## src/rtl/vector_alu_seq.sv

```systemverilog
// Command sequencer for the 32-bit VectorALU: streams LEN element pairs from a
// dual-read scratchpad through the ALU and writes each result back.
module vector_alu_seq #(
    parameter int ADDR_W = 10,
    parameter int LEN_W  = 10
) (
    input  logic              clk,
    input  logic              rst_n,
    input  logic              cmd_valid,
    output logic              cmd_ready,
    input  logic [7:0]        cmd_opcode,
    input  logic [ADDR_W-1:0] cmd_src_a,
    input  logic [ADDR_W-1:0] cmd_src_b,
    input  logic [ADDR_W-1:0] cmd_dst,
    input  logic [LEN_W-1:0]  cmd_len,
    output logic              rd_en,
    output logic [ADDR_W-1:0] rd_addr_a,
    output logic [ADDR_W-1:0] rd_addr_b,
    input  logic [31:0]       rd_data_a,
    input  logic [31:0]       rd_data_b,
    output logic [7:0]        alu_opcode,
    output logic [31:0]       alu_in1,
    output logic [31:0]       alu_in2,
    input  logic [31:0]       alu_out,
    output logic              wr_en,
    output logic [ADDR_W-1:0] wr_addr,
    output logic [31:0]       wr_data,
    output logic              busy,
    output logic              done,
    output logic              err
);

    localparam logic [7:0] OP_RELU    = 8'h05;
    localparam logic [7:0] OP_ADD     = 8'h06;
    localparam logic [7:0] OP_SOFTMAX = 8'h07;

    typedef enum logic [1:0] {
        IDLE  = 2'd0,
        ISSUE = 2'd1,
        DRAIN = 2'd2,
        DONE  = 2'd3
    } state_t;

    state_t            state_reg, state_next;
    logic [ADDR_W-1:0] src_a_reg, src_b_reg, wr_addr_reg;
    logic [LEN_W-1:0]  len_reg, idx_reg;
    logic [7:0]        opcode_reg;
    logic              err_reg;
    logic              v1_reg, v2_reg;

    logic              accept;
    logic              legal_op;
    logic              start_ok;
    logic              last_issue;
    logic [ADDR_W-1:0] idx_addr;

    assign legal_op   = (cmd_opcode == OP_RELU) || (cmd_opcode == OP_ADD) ||
                        (cmd_opcode == OP_SOFTMAX);
    assign start_ok   = legal_op && (cmd_len != '0);
    assign accept     = cmd_valid && (state_reg == IDLE);
    assign last_issue = (idx_reg == len_reg - LEN_W'(1));
    assign idx_addr   = ADDR_W'(idx_reg);

    always_comb begin
        state_next = state_reg;
        case (state_reg)
            IDLE:  if (accept) state_next = start_ok ? ISSUE : DONE;
            ISSUE: if (last_issue) state_next = DRAIN;
            // v1 low means the final read has already moved into the ALU, so
            // both valids are clear by the time DONE is reached.
            DRAIN: if (!v1_reg) state_next = DONE;
            DONE:  state_next = IDLE;
            default: state_next = IDLE;
        endcase
    end

    always_ff @(posedge clk or negedge rst_n) begin
        if (!rst_n) begin
            state_reg   <= IDLE;
            src_a_reg   <= '0;
            src_b_reg   <= '0;
            wr_addr_reg <= '0;
            len_reg     <= '0;
            idx_reg     <= '0;
            opcode_reg  <= 8'h00;
            err_reg     <= 1'b0;
            v1_reg      <= 1'b0;
            v2_reg      <= 1'b0;
        end else begin
            state_reg <= state_next;
            v1_reg    <= rd_en;
            v2_reg    <= v1_reg;

            if (state_reg == ISSUE) idx_reg <= idx_reg + LEN_W'(1);
            if (wr_en) wr_addr_reg <= wr_addr_reg + ADDR_W'(1);
            if (state_reg == DONE) opcode_reg <= 8'h00;

            if (accept) begin
                src_a_reg   <= cmd_src_a;
                src_b_reg   <= cmd_src_b;
                wr_addr_reg <= cmd_dst;
                len_reg     <= cmd_len;
                idx_reg     <= '0;
                err_reg     <= !legal_op;
                opcode_reg  <= start_ok ? cmd_opcode : 8'h00;
            end
        end
    end

    assign cmd_ready  = (state_reg == IDLE);
    assign busy       = (state_reg != IDLE);
    assign rd_en      = (state_reg == ISSUE);
    assign done       = (state_reg == DONE);
    assign err        = (state_reg == DONE) && err_reg;
    assign rd_addr_a  = src_a_reg + idx_addr;
    assign rd_addr_b  = src_b_reg + idx_addr;
    assign alu_opcode = opcode_reg;
    assign alu_in1    = rd_data_a;
    assign alu_in2    = rd_data_b;
    assign wr_en      = v2_reg;
    assign wr_addr    = wr_addr_reg;
    assign wr_data    = alu_out;

endmodule

```

## config.mk

```make
export PLATFORM = sky130hd
export DESIGN_NAME = vector_alu_seq
export DESIGN_NICKNAME = d
export VERILOG_FILES = /design/src/rtl/vector_alu_seq.sv
export SDC_FILE = /design/constraint.sdc
export NUM_CORES = 1
export LEC_CHECK = 0
export ABC_AREA = 1
export BUFFER_PORTS_ARGS = -buffer_cell sky130_fd_sc_hd__buf_2
export CAP_MARGIN = 20
export CORE_MARGIN = 2
export CORE_UTILIZATION = 40
export DETAILED_ROUTE_END_ITERATION = 8
export PLACE_DENSITY = 0.79
export SYNTH_ARGS = -nofsm -noshare
export SYNTH_HDL_FRONTEND = slang
export SYNTH_SLANG_ARGS = --single-unit
```

## constraint.sdc

```tcl
create_clock -name clk -period 2.49 [get_ports clk]
set_input_delay 0.747 -clock clk [delete_from_list [all_inputs] [get_ports clk]]
set_output_delay 0.747 -clock clk [all_outputs]
set_load 0.01 [all_outputs]
```

==> metrics.md <==
| Metric | Value |
|---|---|
| Status | finished, violations left |
| Violated checks | setup timing |
| Number of library cell types mapped by synthesis | 35 |
| Slowest cell delay on critical path | 0.41 ns |
| Pwr Density | 1210 nW/um2 |
| First-pass GRT wire length | 18,600 um |
| Leak Pwr | 2.87 nW |
| Max-Cap Viols | 0 |
| Asr flop ratio synth | 100% |
| DR WL/cell | 14.6 um |
| Final setup fails | 15 |
| CP Cell Sequence | ha_2 > inv_2 > fa_2 > o21ai_2 > nand2_1 > nand2_1 > nand2_1 > nand2_2 > nand2_1 > nand2_1 > a21oi_2 > xor2_1 > buf_2 |
| Count leader, synth | nand2_1 |
| Final Skew | 0.00794 ns |
| Crit-path slowest cell | dfrtp_1 |
| DR WL met3 | 751 um |
| Max Slew Vio Count | 0 |
| Core area | 11,300 um2 |
| CTS Buf Count | 9 |
| CP Launch Type | flop |
| GP Congestion | 0.881 |
| Met2 WL | 5780 um |
| TritonRoute pass-1 iters | 5 |
| Register-to-register setup slack | 0.42 ns |
| M1 WL | 4870 um |
| CP dominant cell by count | nand2_1 |
| Leading post-synthesis cells by cell area | dfrtp_1, buf_4, nand2_1, ha_1, inv_1 |
| CP required | 1.74 ns |
| Inserted Diodes | 0 |
| Hold path depth | 0 |
| CTS Root Cell | clkbuf_16 |
| Min-Delay Path Class | flop to flop |
| CP top delay family | adder cells |
| Initial Utilization | 40.7% |
| Post-layout util | 49.9% |
| CTS Sinks | 63 |
| Min Tclk post-route | 3.01 ns |
| Post-synthesis cell count | 609 |
| Crit end category | primary output |
| Critical-path maximum fanout | 3 |
| Post-synth EDFFs | 0 |
| Worst VDD drop | 416 uV |
| Worst-path clk slew | 0.05 ns |
| Vias in the first global route | 3,950 |
| Endpoint, Worst Hold | wr_en$_DFF_PN0_ |
| Initial antenna violation count | 0 |
| Drt total wl | 11,800 um |
| R2r startpoint | len_reg[0]$_DFFE_PN0P_ |
| Layout area overhead | 22.7% |
| Sum of buffers and inverters on the critical path | 2 |
| Pwr Total | 6.81 mW |
| Clk_lat worst skew | 0.33 ns |
| I/O pin count | 287 |
| Top cells by count, synth | nand2_1, buf_4, dfrtp_1 |
| Crit path DAT | 2.26 ns |
| Die width | 111 um |
| Nets | 833 |
| Slew @ Worst Pin | 0.476 ns |
| Synth Flop Type | dfrtp_1 |
| Max layer used | met4 |
| Share of post-route cells with drive strength above 1 | 35.5% |
| All-Layer GR Usage | 18.6% |
| H-Tree Depth | 3 |
| RSZ-0062 raised after global routing | true |
| Worst Setup Slack, final | -0.516 ns |
| PortBufs | 94 |
| Rel. slew slack | 68.0% |
| Worst hold start | v1_reg$_DFF_PN0_ |
| Final HPWL DP | 7790 um |
| Setup CP Type | flop to primary output |
| Ys Warns | 0 |
| Die area | 12,400 um2 |
| Largest net degree at the start of global routing | 64 |
| Peak Freq | 333 MHz |
| Worst R2R Path Depth | 15 |
| Final hold vios | 0 |
| Register bit total from synthesis | 63 |
| Reg-to-Reg End | state_reg[1]$_DFFE_PN0P_ |
| Syn nets | 783 |
| Initial DRC Count | 243 |
| Area leader, netlist | dfrtp_1 |
| Chip height | 111 um |
| Fillers | 1,019 |
| # DRC | 0 |
| Register area share after synthesis | 34.2% |
| Share of the synthesized area in the top cell type | 34.2% |
| Gr ovfl total | 0 |
| Vias/cell | 4.95 |
| Routed vias | 3,996 |
| Post-Syn Area per Cell | 7.56 um2 |
| Crit share post-route | 121% |
| CTS tree | yes |
| Clk buf depth | 2 |
| Mapped cell area | 4610 um2 |
| Num rows | 39 |
| DRT antenna net count | 0 |
cell usage in the layout, fill, tap and decap left out, types with 8 or more instances in the layout:
cell       instances
nand2_1          150
buf_2             93
dfrtp_1           56
inv_1             53
nor2_1            48
buf_4             40
nand3_1           30
a21oi_1           19
o21ai_0           19
xor2_1            16
ha_4              14
nand2_2            9
clkbuf_16          9
buf_6              9
ha_1               8
per-layer routing:
metal / vias to the layer above / track usage, %
met5: - / 0
met4: 0 / 8.89
met3: 39 / 5.25
met2: 139 / 30.4
met1: 1883 / 22.6
li1: 1935 / -
worst reg2reg max path: stages, from the launching register on:
cell and delay (ns):
dfrtp_1 0.42, inv_1 0.21, ha_1 0.35, inv_1 0.08, nand2_1 0.09, nand2_1 0.06
nand2_1 0.05, nand3_1 0.07, nor2_1 0.08, nand3_1 0.11, nor2_2 0.10, nand3_1 0.08
nand2_2 0.10, nand2_2 0.06, nand2_1 0.06, nand2_1 0.04
layout make-up:
class	instances	area [um2]	share of cell area, %
Sequential cell	63	1590	28.1
Tap cell	143	179	3.17
Timing Repair Buffer	144	907	16.1
Inverter	57	214	3.79
Multi-Input combinational cell	384	2440	43.2
Clock inverter	3	65.1	1.15
Clock buffer	13	260	4.61
how the worst max path moves through the flow:
| stage | startpoint | to | slack (ns) | depth (start not counted) |
|---|---|---|---|---|
| floorplan | idx_addr[0]$_DFFE_PN0P_ | rd_addr_a[8] | -0.05 | 12 |
| detailed placement | idx_addr[0]$_DFFE_PN0P_ | rd_addr_b[8] | -0.09 | 13 |
| finish | idx_addr[0]$_DFFE_PN0P_ | rd_addr_b[8] | -0.52 | 13 |
| global route | idx_addr[0]$_DFFE_PN0P_ | rd_addr_b[8] | -0.66 | 13 |
| CTS | idx_addr[0]$_DFFE_PN0P_ | rd_addr_b[8] | -0.43 | 13 |
| global placement | idx_addr[0]$_DFFE_PN0P_ | rd_addr_b[8] | -0.06 | 13 |
report_power, final:
part / internal (mW) / switching [mW] / leakage [nW]
logic: 1.65 / 2.00 / 1.93
clock network: 0.929 / 0.438 / 0.160
registers: 1.39 / 0.402 / 0.785
metrics by stage:
stage / cells / setup TNS (ns) / hold WS, ns / worst slack, ns / instance area (um2)
6_report: 807 / -3.72 / 0.406 / -0.516 / 5650
5_1_grt: 807 / -5.31 / 0.412 / -0.657 / 5650
4_1_cts: 797 / -2.99 / 0.412 / -0.431 / 5440
3_5_place_dp: 772 / -0.217 / 0.396 / -0.0881 / 4780
3_3_place_gp: 772 / -0.0988 / 0.401 / -0.0629 / 4780
2_1_floorplan: 609 / -0.105 / 0.354 / -0.0531 / 4620
logic make-up (layout without fill, tap and decap cells):
logic type      Yosys count  in the layout  share of synthesized area, %
xor+xnor                 24             24                          4.56
simple gates            275            275                          25.8
flops                    63             63                          34.2
compound gates           58             58                          6.74
buf+inv                 162            217                          21.0
fa+ha+maj                27             27                          7.66
timing repair:
item	4_1_cts	5_1_grt
setup buffers	10	12
hold endpoints to repair	0	0
endpoints found under the setup margin	14	18
hold buffers	0	0
pin swaps	27	25
gates resized for setup	54	25
Note: power is estimated with default switching activity, not from simulation.
